`config.mk`:
```
export PLATFORM = sky130hd
export DESIGN_NAME = uart_rx_sampler
export DESIGN_NICKNAME = d
export VERILOG_FILES = /design/src/rtl/uart_rx_sampler.sv
export SDC_FILE = /design/constraint.sdc
export NUM_CORES = 1
export LEC_CHECK = 0
export BUFFER_PORTS_ARGS = -buffer_cell sky130_fd_sc_hd__buf_2
export CAP_MARGIN = 40
export CORE_UTILIZATION = 40
export CTS_CLUSTER_SIZE = 12
export DETAILED_ROUTE_END_ITERATION = 6
export PLACE_DENSITY_LB_ADDON = 0.08
export SYNTH_ARGS = -nofsm -noshare
export SYNTH_HDL_FRONTEND = slang
export SYNTH_SLANG_ARGS = --single-unit
```
`constraint.sdc`:
```
create_clock -name rx_clk -period 3.4 [get_ports rx_clk]
set_input_delay 0.17 -clock rx_clk [delete_from_list [all_inputs] [get_ports rx_clk]]
set_output_delay 0.17 -clock rx_clk [all_outputs]
set_load 0.01 [all_outputs]
```
`src/rtl/uart_rx_sampler.sv`:
```
// uart_rx_sampler: receiver for 8N1 serial frames, sampling each bit in the middle.
// The asynchronous rx_in line is first synchronised into the rx_clk domain.
// The start bit is re-checked at its midpoint so that short low glitches are
// rejected. Data bits are taken one bit period apart, LSB first. A good stop
// bit updates d_out and pulses rx_valid. A low stop bit pulses rx_frame_err
// and the receiver waits in BREAK until the line goes high again.
module uart_rx_sampler #(
    parameter int CLKS_PER_BIT = 16
) (
    input  logic       rx_clk,
    input  logic       rst_n,
    input  logic       rx_in,
    output logic [7:0] d_out,
    output logic       rx_valid,
    output logic       rx_frame_err,
    output logic       rx_busy
);

    localparam int TW = $clog2(CLKS_PER_BIT);

    // Timer values at which the start check and the bit samples happen.
    localparam logic [TW-1:0] HALF_LAST = TW'(CLKS_PER_BIT / 2 - 1);
    localparam logic [TW-1:0] BIT_LAST  = TW'(CLKS_PER_BIT - 1);

    localparam logic [2:0] ST_IDLE  = 3'd0;
    localparam logic [2:0] ST_START = 3'd1;
    localparam logic [2:0] ST_DATA  = 3'd2;
    localparam logic [2:0] ST_STOP  = 3'd3;
    localparam logic [2:0] ST_BREAK = 3'd4;

    logic [1:0]    sync;
    logic          rx_s;
    logic [2:0]    state;
    logic [TW-1:0] timer;
    logic [2:0]    bit_idx;
    logic [7:0]    shreg;

    // Two-flop synchroniser for the asynchronous serial line.
    // NOTE: the synchroniser resets to the idle level (1). A reset to 0 would
    // look like a start bit as soon as reset is released.
    always_ff @(posedge rx_clk or negedge rst_n) begin
        if (!rst_n) begin
            sync <= 2'b11;
        end else begin
            sync <= {sync[0], rx_in};
        end
    end

    assign rx_s = sync[1];

    // Frame state machine, bit timer, shift register and output registers.
    // NOTE: all state here is updated with non-blocking assignments, so that
    // every branch reads the values from before the clock edge.
    always_ff @(posedge rx_clk or negedge rst_n) begin
        if (!rst_n) begin
            state        <= ST_IDLE;
            timer        <= '0;
            bit_idx      <= '0;
            shreg        <= '0;
            d_out        <= '0;
            rx_valid     <= 1'b0;
            rx_frame_err <= 1'b0;
        end else begin
            // The strobes are cleared every cycle, so each one lasts a single cycle.
            rx_valid     <= 1'b0;
            rx_frame_err <= 1'b0;
            case (state)
                ST_IDLE: begin
                    if (!rx_s) begin
                        state   <= ST_START;
                        timer   <= '0;
                        bit_idx <= '0;
                    end
                end
                ST_START: begin
                    if (timer == HALF_LAST) begin
                        timer <= '0;
                        // A line that is high again at mid start bit was only a glitch.
                        state <= rx_s ? ST_IDLE : ST_DATA;
                    end else begin
                        timer <= timer + 1'b1;
                    end
                end
                ST_DATA: begin
                    if (timer == BIT_LAST) begin
                        timer          <= '0;
                        shreg[bit_idx] <= rx_s;
                        bit_idx        <= bit_idx + 1'b1;
                        if (bit_idx == 3'd7) begin
                            state <= ST_STOP;
                        end
                    end else begin
                        timer <= timer + 1'b1;
                    end
                end
                ST_STOP: begin
                    if (timer == BIT_LAST) begin
                        timer <= '0;
                        if (rx_s) begin
                            d_out    <= shreg;
                            rx_valid <= 1'b1;
                            state    <= ST_IDLE;
                        end else begin
                            rx_frame_err <= 1'b1;
                            state        <= ST_BREAK;
                        end
                    end else begin
                        timer <= timer + 1'b1;
                    end
                end
                ST_BREAK: begin
                    // Wait here until the line returns high, so a held-low
                    // line cannot start a new frame.
                    if (rx_s) begin
                        state <= ST_IDLE;
                    end
                end
                default: begin
                    state <= ST_IDLE;
                end
            endcase
        end
    end

    assign rx_busy = (state != ST_IDLE);

endmodule

```
==> metrics.md, run 1 <==
| Metric | Value |
|---|---|
| Worst Max-Slew Pin Slew | 0.654 ns |
| Share of cells above drive strength 1 | 29.5% |
| Post-synthesis sequential area ratio | 53.4% |
| Final core occ | 46.4% |
| Power share of the sequential group | 53.4% |
| CP max FO | 12 |
| Vias in the first global route | 828 |
| First-pass GRT wire length | 3960 um |
| TritonCTS clock tree | yes |
| Lkg Pwr | 0.000790 uW |
| F_max | 595 MHz |
| CP Capture Type | register |
| Most common cell after layout, fill and taps aside | dfrtp_1 |
| RSZ-0062 raised after global routing | false |
| Drt drc | 0 |
| Clk Latency, worst-skew pair | 0.32 ns |
| Antenna cells | 0 |
| DP Worst Slack | 1.74 ns |
| FF+latch count, synth | 30 |
| Internal | 586 uW |
| Synth warn | 0 |
| Max-cap viol count | 0 |
| WL per Instance | 12.8 um |
| Post_cts resized | 0 |
| Hold Fails Final Rpt | 0 |
| Number of distinct library cells after synthesis | 34 |
| # rows | 21 |
| Inserted Clock Buffers | 5 |
| Worst Hold Class | register to register |
| Pins Over Slew Limit | 0 |
| Worst VDD drop | 372 uV |
| Vias | 889 |
| Die H | 61.4 um |
| Final Instance Area | 1560 sq um |
| Overflow after GRT | 0 |
| WP data arrival | 1.90 ns |
| Nets | 134 |
| Sw Pwr | 277 uW |
| Worst slew margin | 56.4% |
| Initial Util | 42.0% |
| 1st-iter DRT viols | 12 |
| Dpl cells | 165 |
| Worst path required time | 3.61 ns |
| Commonest cells after routing, fill and taps aside | dfrtp_1, buf_2, mux2_2, nand4_1, nor2_1 |
| Pin count of the biggest net entering global routing | 31 |
| Total negative slack | 0 ns |
| Final RePlAce weighted congestion | 0.734 |
| Routed wire length | 2230 um |
| Ports | 14 |
| Post-DP Area | 1480 sq um |
| Syn nets | 120 |
| Final Non-Filler Cells | 175 |
| Worst setup margin | 1.72 ns |
| # setup viols final | 0 |
| Area grow syn2layout | 10.5% |
| Startpoint Class | register |
| Die Wd | 61.4 um |
| PortBufs | 13 |
| Die area | 3770 sq um |
| Initial antenna violation count | 0 |
| # H-tree levels | 2 |
| Antenna-violating nets left | 0 |
| Comb pwr share | 21.7% |
| Max Root-Sink Buffers | 2 |
| Clock group share of total power | 24.9% |
| Synth Area per Inst | 12.4 sq um |
| Synthesized instance count | 114 |
| DP HPWL | 1520 um |
| Tmin final | 1.68 ns |
| Status | finished, final reports clean |
| Switch share | 32.1% |
| First-pass iteration count of the detailed router | 4 |
| Root Buffer Master | clkbuf_4 |
| Core area | 3360 sq um |
| Fin Clk Skew | 0.00469 ns |
| Global Route Usage Sum | 14.9% |
| Clock transition at path regs | 0.09 ns |
| Crit path kind | register to register |
| Fillers | 335 |
| Netlist Area Pre-Place | 1410 sq um |
| Pwr dens | 553 nW/um^2 |
| Sink Count | 30 |
| Via density | 5.08 |
| Final period util | 49.4% |
flip-flops by register name, indices dropped and copies added (netlist names):
register / flops
shreg: 8
timer: 4
rx_valid: 1
d_out: 8
rx_frame_err: 1
state: 3
sync: 2
bit_idx: 3
timing repair:
action                     4_1_cts  5_1_grt
hold endpoints to repair        29        0
setup endpoints to repair        0        0
hold buffers                     2        0
buffers inserted                 0        0
per-layer routing:
layer / vias up / global-route usage [%] / routed length, um
met3: 5 / 3.78 / 98
met1: 423 / 19.7 / 1090
met5: - / 0 / 0
met2: 16 / 21.7 / 999
li1: 445 / - / -
met4: 0 / 9.52 / 46
cell type report:
type | count | area, sq um | share of cell area (%)
Sequential cell | 30 | 753 | 48.3
Multi-Input combinational cell | 72 | 588 | 37.7
Timing Repair Buffer | 15 | 85.1 | 5.46
Tap cell | 46 | 57.6 | 3.69
Clock buffer | 7 | 55.1 | 3.53
Inverter | 4 | 15.0 | 0.963
Clock inverter | 1 | 5.00 | 0.321
synth_stat cells, drive strengths merged:
| cell | count | area (sq um) |
|---|---|---|
| nand4 | 9 | 71.3 |
| or3 | 1 | 6.26 |
| xnor2 | 1 | 8.76 |
| ha | 3 | 37.5 |
| a22oi | 1 | 7.51 |
| xor2 | 1 | 8.76 |
| clkbuf | 3 | 11.3 |
| and3 | 2 | 18.8 |
| a211oi | 2 | 15.0 |
| a311oi | 1 | 8.76 |
| nor3b | 2 | 15.0 |
| a21oi | 3 | 15.0 |
| dfstp | 2 | 52.6 |
| and2b | 4 | 31.3 |
| or4 | 1 | 7.51 |
| o2bb2ai | 2 | 17.5 |
| mux2 | 16 | 180 |
| mux2i | 5 | 50.1 |
| nand3 | 3 | 15.0 |
| buf | 5 | 43.8 |
| nor2 | 6 | 22.5 |
| a21o | 2 | 15.0 |
| nand3b | 2 | 15.0 |
| nand2 | 4 | 15.0 |
| and2 | 1 | 6.26 |
| inv | 4 | 15.0 |
| dfrtp | 28 | 701 |
worst paths after layout:
kind / startpoint / endpoint / slack [ns] / cells past startpoint
min in group asynchronous: rst_n / d_out[5] / 0.40 / 2
hold / removal: sync[0] / sync[1] / 0.36 / 0
max in group asynchronous: rst_n / bit_idx[2] / 2.58 / 2
setup / recovery: state[2] / d_out[1] / 1.72 / 3
hold reg to reg: sync[0] / sync[1] / 0.36 / 0
setup reg to reg: state[2] / d_out[1] / 1.72 / 3
logic make-up after synthesis:
logic type / synth area share (%)
muxes: 16.3
and+or+nand+nor: 15.9
DFF: 53.4
buffers and inverters: 4.96
AOI/OAI and AO/OA: 5.58
xor gates and xnor gates: 1.24
adders and majority gates: 2.66
power by group through the flow:
| stage | Clock, uW | Combinational [uW] | Sequential (uW) |
|---|---|---|---|
| 6_report | 215 | 187 | 461 |
| 5_1_grt | 243 | 214 | 472 |
| 4_1_cts | 228 | 188 | 460 |
| 3_5_place_dp | 0 | 186 | 467 |
| 3_3_place_gp | 0 | 181 | 465 |
| 2_1_floorplan | 0 | 202 | 428 |
per-stage QoR:
step           hold WS, ns  power [uW]
3_3_place_gp         0.235         646
3_5_place_dp         0.243         653
2_1_floorplan       -0.126         631
5_1_grt              0.364         929
4_1_cts              0.361         876
6_report             0.360         863
critical path, stage by stage, from the launching register on:
cell and delay (ns):
dfrtp_1 0.49, and2b_1 0.50, nand4_4 0.24, mux2_2 0.33
Power figures use the tool's default switching activity.
==> inputs of run 2 (changes only) <==
--- a/config.mk
+++ b/config.mk
@@ -5,6 +5,7 @@
 export SDC_FILE = /design/constraint.sdc
 export NUM_CORES = 1
 export LEC_CHECK = 0
+export ABC_AREA = 1
 export BUFFER_PORTS_ARGS = -buffer_cell sky130_fd_sc_hd__buf_2
 export CAP_MARGIN = 40
 export CORE_UTILIZATION = 40
==> constraint.sdc (replaced) <==
create_clock -name rx_clk -period 1.35 [get_ports rx_clk]
set_input_delay 0.0675 -clock rx_clk [delete_from_list [all_inputs] [get_ports rx_clk]]
set_output_delay 0.0675 -clock rx_clk [all_outputs]
set_load 0.01 [all_outputs]
==> run 2 against run 1 <==
Compared with the run above:
- die area rose by 1.1%
- wire length rose by 18%
- highest routed layer unchanged
- non-clock buffer count rose by 11
- combinational power rose to 4.5 times the previous value
- first-iteration DRC count rose to 4.3 times the previous value
- global-route usage rose by 1.0 points
- clock skew rose by 0.0026 ns
- synthesized cell count rose by 39%
- power rose to 2.9 times the previous value
- critical path depth rose by 4
- sequential power rose by 140%
- area after synthesis rose by 1.2%
==> metrics.md, run 2 <==
| Metric | Value |
|---|---|
| Initial antenna violation count | 0 |
| WL per Instance | 11.1 um |
| Synth top cells by count | nand2_1, dfrtp_1, nand3_1 |
| # rows | 21 |
| # H-tree levels | 2 |
| Syn nets | 164 |
| WP data arrival | 1.51 ns |
| Worst VDD drop | 791 uV |
| Dpl cells | 223 |
| Leading area contributor after synthesis | dfrtp_1 |
| Worst path required time | 1.58 ns |
| Final Non-Filler Cells | 237 |
| CP Buf/Inv Count | 1 |
| Area grow syn2layout | 23.8% |
| Worst Max-Slew Pin Slew | 0.648 ns |
| RSZ-0062 raised after global routing | true |
| Tmin final | 1.28 ns |
| Crit. Startpoint | state[1] |
| Max-cap viol count | 0 |
| Synth Area per Inst | 9.04 sq um |
| Yosys top cell area share | 49.1% |
| DP HPWL | 1930 um |
| Pins Over Slew Limit | 0 |
| Largest regs | d_out: 8 flops, shreg: 8 flops, timer: 4 flops |
| Drt drc | 0 |
| Max Root-Sink Buffers | 2 |
| Post-synthesis sequential area ratio | 52.8% |
| FF+latch count, synth | 30 |
| Synth warn | 0 |
| CP delay by family, top | simple AND/OR/NAND/NOR gates |
| FF-to-FF path depth | 7 |
| Final RePlAce weighted congestion | 0.812 |
| Initial Util | 42.1% |
| Pin count of the biggest net entering global routing | 31 |
| Crit path kind | register to register |
| CP max FO | 5 |
| Post-synth EDFFs | 0 |
| CP Depth | 7 |
| Worst Hold Class | input port to async pin |
| Fin Clk Skew | 0.00732 ns |
| Synth async-reset ratio | 100% |
| First-pass iteration count of the detailed router | 4 |
| CP Capture Type | register |
| First-pass GRT wire length | 4190 um |
| Die Wd | 61.7 um |
| Reg2reg start | state[1] |
| Routed wire length | 2640 um |
| Antenna cells | 0 |
| Sink Count | 30 |
| Global Route Usage Sum | 15.9% |
| Pwr dens | 1410 nW/um^2 |
| Ranking of synthesized cells by area | dfrtp_1, nand2_1, nand3_1, dfstp_2, nor2_8 |
| Final Instance Area | 1770 sq um |
| Vias in the first global route | 983 |
| Synthesized instance count | 158 |
| Root Buffer Master | clkbuf_4 |
| Ports | 14 |
| Startpoint Class | register |
| Inserted Clock Buffers | 5 |
| Die area | 3810 sq um |
| CP max stage cell | dfrtp_1 |
| Primary FF master, synth | dfrtp_1 |
| Status | finished, final reports clean |
| Fillers | 320 |
| Most common cell after layout, fill and taps aside | nand2_1 |
| Final period util | 94.7% |
| Die H | 61.7 um |
| TritonCTS clock tree | yes |
| Vias | 1101 |
| Slowest cell delay on critical path | 0.41 ns |
| Worst slew margin | 56.8% |
| Overflow after GRT | 0 |
| Nets | 196 |
| Area of the multi-input gates | 654 sq um |
| Netlist Area Pre-Place | 1430 sq um |
| Core area | 3390 sq um |
| Clock transition at path regs | 0.10 ns |
| Register area | 754 sq um |
| CP Cell Sequence | inv_2, nor2_4, nand2_4, nor2_8, nand3_1, nand2_1, o21ai_1 |
| Antenna-violating nets left | 0 |
| Number of distinct library cells after synthesis | 24 |
| F_max | 782 MHz |
| 1st-iter DRT viols | 52 |
| Share of cells above drive strength 1 | 30.9% |
| Clk Latency, worst-skew pair | 0.34 ns |
| Lkg Pwr | 0.000981 uW |
| Via density | 4.65 |
| Post-DP Area | 1600 sq um |
| Commonest cells after routing, fill and taps aside | nand2_1, dfrtp_1, buf_2, nand3_1, buf_4 |
| Hold Fails Final Rpt | 0 |
| # setup viols final | 0 |
| Most frequent cell after synthesis | nand2_1 |
| Final core occ | 52.2% |
| PortBufs | 13 |
## run 2: cells by family after synthesis
| family | synth area share (%) |
|---|---|
| XOR/XNOR | 0.614 |
| flip-flops | 52.8 |
| buffers and inverters | 4.47 |
| adder cells (fa/ha/maj) | 2.63 |
| AND/OR/NAND/NOR | 32.6 |
| AO/OA/AOI/OAI | 6.92 |
## run 2: area by class of cell
cell class | count | area share [%]
clock buffers | 6 | 2.90
flip-flops and latches | 30 | 42.7
inverters | 14 | 3.26
repair buffers | 26 | 10.2
well taps | 46 | 3.26
multi-input cells | 113 | 37.0
clock inverters | 2 | 0.708
## run 2: path summary, 6_finish.rpt
| path | endpoint | slack (ns) |
|---|---|---|
| setup / recovery | shreg[7] | 0.07 |
| hold / removal | shreg[5] | 0.28 |
| setup reg to reg | shreg[7] | 0.07 |
| hold reg to reg | sync[1] | 0.36 |
| max in group asynchronous | state[2] | 0.61 |
| min in group rx_clk | sync[1] | 0.36 |
## run 2: report_power, final
group | internal [uW] | total, uW | switching [uW]
Combinational | 355 | 834 | 479
Clock | 250 | 579 | 329
Sequential | 985 | 1090 | 101
## run 2: routing by layer
metal / part of all wire [%] / wire length [um] / GRT usage [%] / up-vias
li1: - / - / - / 568
met1: 50 / 1330 / 20.6 / 492
met2: 43 / 1130 / 23.7 / 34
met3: 4.1 / 109 / 3.73 / 7
met4: 2.8 / 75 / 10.8 / 0
met5: 0 / 0 / 0 / -
## run 2: stage by stage
stage | setup WS [ns] | hold slack [ns] | TNS, ns | total power (uW)
6_report | 0.0713 | 0.283 | 0 | 2500
5_1_grt | -0.0285 | 0.338 | -0.0846 | 2680
4_1_cts | 0.0103 | 0.304 | 0 | 2330
3_5_place_dp | -0.0482 | 0.136 | -0.116 | 1720
3_3_place_gp | -0.0117 | 0.128 | -0.0220 | 1720
2_1_floorplan | 0.00698 | -0.228 | 0 | 1540
## run 2: repair_timing
| action | CTS | global route |
|---|---|---|
| setup buffers | 0 | 4 |
| resized for setup | 3 | 11 |
| endpoints found under the setup margin | 4 | 24 |
| endpoints found under the hold margin | 29 | 0 |
| gates cloned | 0 | 0 |
| pin swaps | 1 | 4 |
| hold buffers | 2 | 0 |
